### config.mk
export PLATFORM = sky130hd
export DESIGN_NAME = arb_scoreboard_flat
export DESIGN_NICKNAME = d
export VERILOG_FILES = /design/src/rtl/arb_scoreboard_if.sv /design/src/rtl/arb_scoreboard.sv /design/src/flat_wrapper.sv
export SDC_FILE = /design/constraint.sdc
export NUM_CORES = 1
export LEC_CHECK = 0
export ABC_CLOCK_PERIOD_IN_PS = 1700
export BUFFER_PORTS_ARGS = -buffer_cell sky130_fd_sc_hd__buf_2
export CAP_MARGIN = 20
export CORE_MARGIN = 2
export CORE_UTILIZATION = 28
export DETAILED_ROUTE_END_ITERATION = 16
export HOLD_SLACK_MARGIN = 0.12
export PLACE_DENSITY = 0.57
export SYNTH_ARGS = -nofsm -noshare
export SYNTH_HDL_FRONTEND = slang
export SYNTH_SLANG_ARGS = --single-unit
### constraint.sdc
create_clock -name clk -period 1.7 [get_ports clk]
set_clock_uncertainty 0.05 [all_clocks]
set_input_delay 0.17 -clock clk [delete_from_list [all_inputs] [get_ports clk]]
set_output_delay 0.17 -clock clk [all_outputs]
set_load 0.02 [all_outputs]
### src/rtl/arb_scoreboard_if.sv
// Bundle of the request/grant bus and checker outputs seen by arb_scoreboard.
// master: the harness or arbiter side; slave: the scoreboard.
interface arb_scoreboard_if #(
  parameter int N     = 4,
  parameter int CNT_W = 8
);
  logic [N-1:0]     req;
  logic [N-1:0]     dut_gnt;
  logic             chk_en;
  logic [N-1:0]     exp_gnt;
  logic             mismatch;
  logic             multi_err;
  logic [CNT_W-1:0] err_count;
  logic [N-1:0]     first_err_gnt;

  modport master (
    output req, dut_gnt, chk_en,
    input  exp_gnt, mismatch, multi_err, err_count, first_err_gnt
  );

  modport slave (
    input  req, dut_gnt, chk_en,
    output exp_gnt, mismatch, multi_err, err_count, first_err_gnt
  );
endinterface

### src/rtl/arb_scoreboard.sv
// arb_scoreboard: cycle-accurate reference model of an N-requester arbiter
// (fixed priority or round-robin) with per-cycle grant comparison,
// multi-grant detection, a saturating error counter and first-error capture.
//
// state   | meaning
// ST_IDLE | no holder; the next edge arbitrates among pending requests
// ST_HOLD | exp_gnt names the holder; it keeps the grant while its req stays high
module arb_scoreboard #(
  parameter int N     = 4,
  parameter int MODE  = 0,
  parameter int CNT_W = 8
) (
  input logic             clk,
  input logic             rst,
  arb_scoreboard_if.slave bus
);

  localparam int               IDX_W    = (N > 1) ? $clog2(N) : 1;
  localparam logic [IDX_W-1:0] LAST_RST = IDX_W'(N - 1);
  localparam logic [CNT_W-1:0] CNT_MAX  = {CNT_W{1'b1}};
  localparam logic [N-1:0]     ONE_N    = N'(1);

  typedef enum logic {ST_IDLE, ST_HOLD} state_t;

  state_t           state_q, state_d;
  logic [N-1:0]     exp_gnt_q, exp_gnt_d;
  logic [IDX_W-1:0] last_q, last_d;

  logic [N-1:0]     pick_fixed;
  logic [N-1:0]     pick_rr;
  logic [IDX_W-1:0] idx_rr;
  logic             rr_found;
  logic [IDX_W-1:0] scan;

  logic             gnt_differs;
  logic             gnt_multi;
  logic             mismatch_d;
  logic             multi_err_d;

  logic             mismatch_q;
  logic             multi_err_q;
  logic [CNT_W-1:0] err_count_q;
  logic [N-1:0]     first_err_q;
  logic             first_seen_q;

  // Fixed priority: lowest set index wins (scan downward so the lowest overwrites last).
  always_comb begin
    pick_fixed = '0;
    for (int i = N - 1; i >= 0; i--) begin
      if (bus.req[i]) begin
        pick_fixed    = '0;
        pick_fixed[i] = 1'b1;
      end
    end
  end

  // Round-robin: first set index scanning last+1, last+2, ... modulo N.
  always_comb begin
    pick_rr  = '0;
    idx_rr   = last_q;
    rr_found = 1'b0;
    scan     = '0;
    for (int k = 1; k <= N; k++) begin
      scan = IDX_W'((int'(last_q) + k) % N);
      if (!rr_found && bus.req[scan]) begin
        rr_found      = 1'b1;
        pick_rr[scan] = 1'b1;
        idx_rr        = scan;
      end
    end
  end

  // Model next state: a holder is never preempted, and its release always
  // leaves one idle cycle before the next grant.
  always_comb begin
    state_d   = state_q;
    exp_gnt_d = exp_gnt_q;
    last_d    = last_q;
    case (state_q)
      ST_HOLD: begin
        if ((exp_gnt_q & bus.req) == '0) begin
          state_d   = ST_IDLE;
          exp_gnt_d = '0;
        end
      end
      ST_IDLE: begin
        if (bus.req != '0) begin
          state_d = ST_HOLD;
          if (MODE == 1) begin
            exp_gnt_d = pick_rr;
            last_d    = idx_rr;
          end else begin
            exp_gnt_d = pick_fixed;
          end
        end
      end
      default: begin
        state_d   = ST_IDLE;
        exp_gnt_d = '0;
      end
    endcase
  end

  // Model state register; runs regardless of chk_en.
  always_ff @(posedge clk or posedge rst) begin
    if (rst) begin
      state_q   <= ST_IDLE;
      exp_gnt_q <= '0;
      last_q    <= LAST_RST;
    end else begin
      state_q   <= state_d;
      exp_gnt_q <= exp_gnt_d;
      last_q    <= last_d;
    end
  end

  // Comparison is against the model's current output, so errors appear one edge later.
  assign gnt_differs = (bus.dut_gnt != exp_gnt_q);
  assign gnt_multi   = ((bus.dut_gnt & (bus.dut_gnt - ONE_N)) != '0);
  assign mismatch_d  = bus.chk_en & gnt_differs;
  assign multi_err_d = bus.chk_en & gnt_multi;

  // Error reporting: pulses, saturating counter and first-mismatch capture.
  always_ff @(posedge clk or posedge rst) begin
    if (rst) begin
      mismatch_q   <= 1'b0;
      multi_err_q  <= 1'b0;
      err_count_q  <= '0;
      first_err_q  <= '0;
      first_seen_q <= 1'b0;
    end else begin
      mismatch_q  <= mismatch_d;
      multi_err_q <= multi_err_d;
      if (mismatch_d && (err_count_q != CNT_MAX)) begin
        err_count_q <= err_count_q + 1'b1;
      end
      if (mismatch_d && !first_seen_q) begin
        first_err_q  <= bus.dut_gnt;
        first_seen_q <= 1'b1;
      end
    end
  end

  assign bus.exp_gnt       = exp_gnt_q;
  assign bus.mismatch      = mismatch_q;
  assign bus.multi_err     = multi_err_q;
  assign bus.err_count     = err_count_q;
  assign bus.first_err_gnt = first_err_q;

endmodule

### src/flat_wrapper.sv
// flat-port wrapper written by rule: the top's interface ports become plain ports
module arb_scoreboard_flat 
#(
  parameter int N     = 4,
  parameter int MODE  = 0,
  parameter int CNT_W = 8
)
  (clk, rst, bus_req, bus_dut_gnt, bus_chk_en, bus_exp_gnt, bus_mismatch, bus_multi_err, bus_err_count, bus_first_err_gnt);
  arb_scoreboard_if #(.N(N), .CNT_W(CNT_W)) bus_i ();
  input logic clk;
  input logic rst;
  input wire logic [$bits(bus_i.req)-1:0] bus_req;
  input wire logic [$bits(bus_i.dut_gnt)-1:0] bus_dut_gnt;
  input wire logic [$bits(bus_i.chk_en)-1:0] bus_chk_en;
  output wire logic [$bits(bus_i.exp_gnt)-1:0] bus_exp_gnt;
  output wire logic [$bits(bus_i.mismatch)-1:0] bus_mismatch;
  output wire logic [$bits(bus_i.multi_err)-1:0] bus_multi_err;
  output wire logic [$bits(bus_i.err_count)-1:0] bus_err_count;
  output wire logic [$bits(bus_i.first_err_gnt)-1:0] bus_first_err_gnt;
  assign bus_i.req = bus_req;
  assign bus_i.dut_gnt = bus_dut_gnt;
  assign bus_i.chk_en = bus_chk_en;
  assign bus_exp_gnt = bus_i.exp_gnt;
  assign bus_mismatch = bus_i.mismatch;
  assign bus_multi_err = bus_i.multi_err;
  assign bus_err_count = bus_i.err_count;
  assign bus_first_err_gnt = bus_i.first_err_gnt;
  arb_scoreboard #(.N(N), .MODE(MODE), .CNT_W(CNT_W)) u_core (.clk(clk), .rst(rst), .bus(bus_i));
endmodule
After elaboration in Yosys (flattened, before gate mapping)
Cells that the tools add are included.
Word-level totals
  logic and storage cells: 35
  output and inout port bits: 18
  register bits after elaboration: 20
  input bits: 11
Operators by class
  eq/ne operators: 4
  add/sub/neg operators: 2
  bitwise logic cells: 5
  reduce and logical (&&, ||, !) cells: 7
  multiplexer cells: 10
Operators by type and width (count)
  $mux 4: 6
  $add 8x1->8 const B: 1
  $and 4x4->4: 2
  $ne 8x8->1 const B: 1
  $pmux 4 s2: 1
  $reduce_bool 4->1: 2
  $logic_not 4->1: 1
  $ne 4x4->1: 1
  $sub 4x1->4 const B: 1
  $and 1x1->1: 2
  $logic_and 1x1->1: 2
  $mux 1: 2
  $ne 2x1->1 const B: 1
  $ne 2x2->1 const B: 1
  $pmux 1 s2: 1
  $reduce_and 2->1: 1
  $logic_not 1->1: 1
  $not 1->1: 1

Depth between registers and ports, before layout
Gate-level depths: netlist of run 1.
  depth in word-level cells: 6
  mapped depth: 5

Worst setup path after synthesis of run 1
No wires, ideal clock.
  path kind: reg2reg
  from: register u_core.exp_gnt_q[2], in the netlist u_core.bus.exp_gnt[2]
  to: register u_core.first_err_q[0], in the netlist u_core.bus.first_err_gnt[0]
  path slack: 0.093 ns
  stages on the path, launching flop included: 5
  data required time: 1.525 ns
  arrival: 1.432 ns
  clock period less this slack: 1.607 ns
  path through: dfrtp_1 xnor2_1 nand4_2 nand3b_1 mux2_2
On the way
  cells in the longest elaborated chain, start to end: 3
Ends and longest elaborated chain
  start: declaration: RTL line arb_scoreboard.sv:26  | logic [N-1:0] exp_gnt_q, exp_gnt_d;
  start signal: assignment: RTL line arb_scoreboard.sv:112  | exp_gnt_q <= exp_gnt_d;
  $ne 4x4->1: RTL line arb_scoreboard.sv:118  | assign gnt_differs = (bus.dut_gnt != exp_gnt_q);
  $and 1x1->1: RTL line arb_scoreboard.sv:120  | assign mismatch_d = bus.chk_en & gnt_differs;
  $logic_and 1x1->1: RTL line arb_scoreboard.sv:137  | if (mismatch_d && !first_seen_q) begin
  end signal: assignment: RTL line arb_scoreboard.sv:138  | first_err_q <= bus.dut_gnt;
  end: declaration: RTL line arb_scoreboard.sv:43  | logic [N-1:0] first_err_q;
No other way between the ends.
A chain may end at the register's enable or synchronous reset.

Worst setup path in the final report of run 1
  from: input port bus_req[0]
  to: register u_core.exp_gnt_q[2], in the netlist u_core.bus.exp_gnt[2]
On the way
  cells in the longest elaborated chain, start to end: 4
  elaborated cells between the ends (all ways): 9
  those cells by class: 2 x eq/ne; 3 x mux; 1 x bitwise; 3 x reduce/logical
Ends and longest elaborated chain
  start: declaration: RTL line flat_wrapper.sv:12  | input wire logic [$bits(bus_i.req)-1:0] bus_req;
  $and 4x4->4: RTL line arb_scoreboard.sv:81  | if ((exp_gnt_q & bus.req) == '0) begin
  $logic_not 4->1: RTL line arb_scoreboard.sv:81
  $ne 2x2->1 (no source line)
  $reduce_and 2->1 (no source line)
Several ways; a longest one is shown, not always the timed one. The select of a mux whose other input is x is not followed.

==> results by group, run 1 <==
Run status
  – Status: finished clean

Yosys
  – Syn. warnings: 0
  – Post-Synth Adder-Cell Area: 2.416%
  – FFs w/ async S/R, synth: 100.0%
  – Seq cells post-synth: 20
  – Synth Area in Compound Gates: 10.20%
  – Simple-gate share of the synthesized area: around 17%
  – Post-synthesis mux area share: under 10%
  – Cell count after synthesis: 75
  – Post-synth EDFFs: 0
  – Post-synthesis xor/xnor area fraction: under 10%
  – Average size of a mapped cell: 12.43 um^2
  – Mapped cell area: a little over 900 um^2
  – Syn_nets: 87
  – Unique masters post-synth: 30
  – Largest family of logic cells by synthesized area: simple AND/OR/NAND/NOR gates
  – Sequential-to-total area share from yosys stat: 53.69%
  – Synth Flop Type: dfrtp_1

Cells and area
  – Post-route cell area: 0.001274 mm^2
  – Layout area overhead: 36.64%
  – Fillers: between 300 and 400
  – Share of the core filled with cells: ~41%
  – Ant diodes: 0
  – Fraction of layout cells with a size suffix above 1: between 30% and 40%
  – Layout Cells excl Fill: between 150 and 200
  – Commonest cells after routing, fill and taps aside: buf_2 (26), dfrtp_1 (20), xnor2_1 (8), dlygate4sd3_1 (8)
  – Nets: 130
  – Commonest non-fill, non-tap cell in the layout: buf_2

Timing
  – Normalized max-slew margin: 79.98%
  – Final Cycle Share: between 90% and 100%
  – Setup TNS: 0 ns
  – RSZ-0062 raised after global routing: false
  – Final Setup Violations: 0
  – Setup ws final: 0.08960 ns
  – Hold slack: 0.1674 ns
  – Worst Tran Pin Value: 0.2972 ns
  – Minimum clock period: between 1.5 and 2 ns
  – Final Hold Fails: 0
  – Highest Clock Rate: roughly 620 MHz
  – Max-slew violation count: 0

Routing
  – Final WL: about 2100 um
  – Violation count after the first detailed-route iteration: 27
  – DRT Pass-1 Iters: 4
  – Via/cell ratio: a little under 5
  – Residual DRC: 0
  – WL/cell: 13.27 um
  – Via count: 780
  – Antenna Nets Post-Route: 0

Critical path
  – CP top delay family: compound AO/OA/AOI/OAI gates
  – Startpoint Class: input pin
  – Max FO, Critical Path: 4
  – Crit-path cells: dlygate4sd3_1, buf_2, a22o_1, o21ai_0, o21ai_1, a22o_2
  – Crit path kind: input pin to flip-flop
  – Worst Path Arrival: 1.77 ns
  – WP buf/inv: 2
  – Critical Path Slowest Stage Cell: dlygate4sd3_1
  – Worst path max stage delay: around 0.54 ns
  – Critical Path RT: between 1.5 and 2 ns
  – CP Capture Type: flip-flop

Global route
  – Initial antenna violation count: 0
  – GRT Overall Usage: 12.25%
  – First-pass GRT wire length: between 3000 and 4000 um
  – Vias in the first global route: roughly 790
  – Largest net degree at the start of global routing: 21
  – GR Overflow Total: 0

Die
  – Row count: 20
  – Die area: roughly 0.0038 mm^2
  – # IOs: 29
  – Initial Util: 30.04%
  – Die Wd: 61.70 um
  – Core ar.: a little over 0.003 mm^2
  – Die Height: between 60 and 70 um

Pwr
  – Lkg Pwr: roughly 0.62 nW
  – Pwr dens: 1344 mW/mm^2
  – Power Total: 1.712 mW
  – Peak supply drop: 0.0005627 V

Placement
  – Pre-CTS setup slack: around 0.090 ns
  – Placed Area: roughly 0.0011 mm^2
  – Detailed placement HPWL: about 1500 um
  – Placed insts: approximately 150
  – GPL Wtd Cong: between 0.8 and 0.9
  – Port buffer count: 28

CTS
  – CTS tree: built
  – H-tree depth: 1
  – CTS buffer count: 3
  – Reg clk slew, reported paths: 0.12 ns
  – CTS Buffer Depth: 2
  – Later-pin clock latency in the skew report: ~0.31 ns
  – Root Buffer: clkbuf_4
  – Sink Count: 20
  – Buffers inserted by post-CTS timing repair: 0

Run
  – Max Cap Violations: 0

Hold path
  – Hold Path Class: input pin to flip-flop
-- layout make-up --
class / count / area [um^2] / share of cell area [%]
clock buffer: 4 / 36.28 / 2.849
inverter: 2 / 7.507 / 0.5894
multi-input combinational: 53 / 424.2 / 33.30
sequential: 20 / 500.5 / 39.29
tap: 44 / 55.05 / 4.322
timing repair buffer: 38 / 250.2 / 19.65
-- report_power, final --
group / internal, mW / total, mW / switching [mW]
clock: 0.131 / 0.291 / 0.160
sequential: 0.610 / 0.761 / 0.151
combinational: 0.302 / 0.660 / 0.357
total: 1.04 / 1.71 / 0.669
-- cells in the mapped netlist, types with 2 or more instances --
cell type,count,area share (%)
dfrtp_1,20,54
xnor2_1,8,7.5
mux2_2,4,4.8
nand4_1,4,2.7
nor2_1,4,1.6
a21oi_1,3,1.6
a22o_1,3,2.8
a22o_2,2,2.1
and4_1,2,1.9
inv_1,2,0.81
nand4_2,2,2.7
o21ai_0,2,1.1
xor2_1,2,1.9
-- routing by layer --
layer	GRT usage, %	vias up	part of all wire, %
met4	2.128	0	0
met1	14.27	387	43
met3	3.727	0	6.7
met2	22.41	35	50
met5	0	-	0
li1	-	358	-
-- flip-flops by register name (all words and copies together) (netlist names) --
name and cells:
u_core.bus.mismatch 1, u_core.bus.multi_err 1, u_core.bus.err_count 8, u_core.state_q 1, u_core.first_seen_q 1, u_core.bus.first_err_gnt 4, u_core.bus.exp_gnt 4
-- cell families after synthesis --
family,after synthesis
AOI/OAI and AO/OA,13
xor gates and xnor gates,10
adders and majority gates,2
buffers and inverters,2
DFF,20
muxes,5
and+or+nand+nor,23
-- final timing paths --
check                                 startpoint                       to  slack, ns  depth (start not counted)
max reg2reg                u_core.bus.exp_gnt[2]    u_core.bus.exp_gnt[2]       0.14                          4
min reg2reg                  u_core.first_seen_q      u_core.first_seen_q       0.45                          1
min in group asynchronous                    rst    u_core.bus.exp_gnt[1]       0.35                          4
max in group asynchronous                    rst  u_core.bus.err_count[6]       1.03                          4
min                                   bus_chk_en  u_core.bus.err_count[2]       0.17                          3
max                                   bus_req[0]    u_core.bus.exp_gnt[2]       0.09                          6
-- worst reg2reg max path, stage by stage, from the launching register on --
cell and delay (ns):
dfrtp_1 0.45, a22o_2 0.28, o21ai_0 0.28, o21ai_1 0.17, a22o_2 0.23
-- repair_timing --
action | CTS | global route
endpoints found under the hold margin | 30 | 0
setup endpoints to repair | 0 | 6
hold buffers | 10 | 0
gates resized for setup | 0 | 3
Power figures use the tool's default switching activity.
==> run 2, diff against run 1 <==
--- a/config.mk
+++ b/config.mk
@@ -5,7 +5,7 @@
 export SDC_FILE = /design/constraint.sdc
 export NUM_CORES = 1
 export LEC_CHECK = 0
-export ABC_CLOCK_PERIOD_IN_PS = 1700
+export ABC_CLOCK_PERIOD_IN_PS = 1600
 export BUFFER_PORTS_ARGS = -buffer_cell sky130_fd_sc_hd__buf_2
 export CAP_MARGIN = 20
 export CORE_MARGIN = 2
==> constraint.sdc (replaced) <==
create_clock -name clk -period 1.6 [get_ports clk]
set_clock_uncertainty 0.05 [all_clocks]
set_input_delay 0.16 -clock clk [delete_from_list [all_inputs] [get_ports clk]]
set_output_delay 0.16 -clock clk [all_outputs]
set_load 0.02 [all_outputs]
==> results by group, run 2 (synthesis results as in run 1) <==
Critical path
  – Worst Path Arrival: 1.68 ns (was 1.77 ns)
  – Max FO, Critical Path: 4 (unchanged)
  – Crit path kind: input pin to flip-flop (unchanged)
  – CP Capture Type: flip-flop (unchanged)
  – Crit Reg-Reg Endpoint: u_core.bus.first_err_gnt[0] (was u_core.bus.exp_gnt[2])
  – Crit-path cells: dlygate4sd3_1, buf_2, xnor2_2, nand4_2, nand3b_1, mux2_2 (was dlygate4sd3_1, buf_2, a22o_1, o21ai_0, o21ai_1, a22o_2)
  – RR Startpoint: u_core.bus.exp_gnt[1] (was u_core.bus.exp_gnt[2])
  – Worst reg2reg setup slack: 0.07 ns (was 0.14 ns)
  – Startpoint Class: input pin (unchanged)
  – Worst path max stage delay: 0.53 ns (was 0.54 ns)
  – Worst r2r path cells: 4 (unchanged)
  – Critical Path Slowest Stage Cell: dlygate4sd3_1 (unchanged)
  – Critical Path RT: 1.75 ns (was 1.86 ns)

Placement
  – GPL Wtd Cong: 0.8453 (was 0.8594)
  – Detailed placement HPWL: 1563 um (was 1466 um)
  – Port buffer count: 28 (unchanged)

Hold path
  – Hold endpoint: u_core.bus.err_count[4] (was u_core.bus.err_count[2])
  – Hold Path Class: input pin to flip-flop (unchanged)
  – Hold Path Depth: 3 (unchanged)
  – Min-Delay Startpoint: bus_chk_en (unchanged)

Die
  – Die Height: 61.70 um (unchanged)
  – Core ar.: 0.003103 mm^2 (unchanged)
  – Initial Util: 30.04% (unchanged)
  – Die area: 0.003807 mm^2 (unchanged)
  – Row count: 20 (unchanged)
  – # IOs: 29 (unchanged)
  – Die Wd: 61.70 um (unchanged)

Cells and area
  – Fraction of layout cells with a size suffix above 1: 49.21% (was 38.46%)
  – Layout area overhead: 46.58% (was 36.64%)
  – Fillers: 320 (was 316)
  – Ant diodes: 0 (unchanged)
  – Commonest non-fill, non-tap cell in the layout: buf_2 (unchanged)
  – Share of the core filled with cells: 44.03% (was 41.05%)
  – Max reg flops: 8 (unchanged)
  – Commonest cells after routing, fill and taps aside: buf_2 (28), dfrtp_1 (16), dlygate4sd3_1 (10) (was buf_2 (26), dfrtp_1 (20), xnor2_1 (8), dlygate4sd3_1 (8))
  – Nets: 139 (was 130)

CTS
  – CTS Buffer Depth: 2 (unchanged)
  – CTS tree: built (unchanged)
  – Root Buffer: clkbuf_4 (unchanged)
  – Sink Count: 20 (unchanged)
  – H-tree depth: 1 (unchanged)
  – Reg clk slew, reported paths: 0.11 ns (was 0.12 ns)
  – Later-pin clock latency in the skew report: 0.30 ns (was 0.31 ns)
  – CTS buffer count: 3 (unchanged)

Global route
  – Initial antenna violation count: 0 (unchanged)
  – GRT Overall Usage: 12.68% (was 12.25%)
  – GR Overflow Total: 0 (unchanged)
  – First-pass GRT wire length: 3456 um (was 3436 um)
  – Largest net degree at the start of global routing: 21 (unchanged)
  – Vias in the first global route: 842 (was 785)

Pwr
  – Lkg Pwr: 0.6568 nW (was 0.6197 nW)
  – Pwr dens: 1413 mW/mm^2 (was 1344 mW/mm^2)
  – Peak supply drop: 0.0005047 V (was 0.0005627 V)

Timing
  – Final Hold Fails: 0 (unchanged)
  – Final Cycle Share: between 90 and 100%
  – Minimum clock period: approximately 1.5 ns
  – RSZ-0062 raised after global routing: true (was false)
  – Setup TNS: 0 ns (unchanged)
  – Highest Clock Rate: between 600 and 700 MHz
  – Normalized max-slew margin: 82.94% (was 79.98%)
  – Final Setup Violations: 0 (unchanged)
  – Worst Tran Pin Value: 0.2558 ns (was 0.2972 ns)
  – Max-slew violation count: 0 (unchanged)

Routing
  – Violation count after the first detailed-route iteration: 12 (was 27)
  – Residual DRC: 0 (unchanged)
  – Final WL: 2093 um (was 2137 um)
  – Via count: 802 (was 780)
  – WL/cell: 12.31 um (was 13.27 um)
  – Antenna Nets Post-Route: 0 (unchanged)
  – DRT Pass-1 Iters: 4 (unchanged)
  – Via/cell ratio: 4.718 (was 4.845)

Run status
  – Status: finished clean (unchanged)

Run
  – Max Cap Violations: 0 (unchanged)
[run 2: changes by cell type in the layout (fill, tap and decap cells not counted), sizes merged]
cell,delta
dlymetal6s4s,-2
buf,+9
dlygate4sd3,+2
[run 2: stage by stage]
stage                     hold slack [ns]  power, mW  setup WS [ns]  instance area, um^2  cells
after floorplan                   0.07362      1.266        0.01811                935.9     75
after global placement             0.1489      1.585        0.09161                 1191    155
after detailed placement           0.1536      1.603        0.06276                 1191    155
final                              0.1461      1.930        0.06550                 1366    170
after CTS                          0.1389      1.921        0.01939                 1328    169
after global routing               0.1460      2.068       -0.02486                 1366    170
[run 2: metal layers]
layer,routed length [um],vias up,track usage (%)
li1,-,382,-
met1,900,390,13.24
met2,1076,28,24.36
met3,102,2,3.727
met4,13,0,3.647
met5,0,-,0
[run 2: layout make-up]
| class | instances | area [um^2] | area share, % |
|---|---|---|---|
| tap | 44 | 55.05 | 4.029 |
| timing repair buffer | 47 | 307.8 | 22.53 |
| sequential | 20 | 505.5 | 37.00 |
| clock buffer | 4 | 36.28 | 2.656 |
| inverter | 2 | 7.507 | 0.5495 |
| multi-input combinational | 53 | 454.2 | 33.24 |
[run 2: report_power, final]
group	total (mW)	switching (mW)	internal [mW]
Sequential	0.778	0.125	0.652
Clock	0.294	0.155	0.139
Combinational	0.859	0.439	0.420
[run 2: worst max path at each step]
stage	from	to	slack (ns)	cells after the start
after global placement	u_core.bus.exp_gnt[3]	u_core.bus.first_err_gnt[1]	0.09	4
final	bus_dut_gnt[0]	u_core.bus.first_err_gnt[0]	0.07	6
after detailed placement	u_core.bus.exp_gnt[3]	u_core.bus.first_err_gnt[0]	0.06	4
after global routing	u_core.bus.exp_gnt[1]	u_core.bus.first_err_gnt[3]	-0.02	4
after floorplan	u_core.bus.exp_gnt[2]	u_core.bus.first_err_gnt[0]	0.02	4
after CTS	bus_dut_gnt[0]	u_core.bus.first_err_gnt[0]	0.02	6
[run 2: repair_timing]
item,CTS,global route
hold endpoints to repair,30,0
endpoints found under the setup margin,0,8
buffers inserted,0,1
hold buffers,10,0
resized for setup,0,6
[run 2: critical path: cells and delay by family]
family | cells | cell delay [ns]
buffers and inverters | 2 | 0.68
AND/OR/NAND/NOR | 2 | 0.35
multiplexers | 1 | 0.36
XOR/XNOR | 1 | 0.13
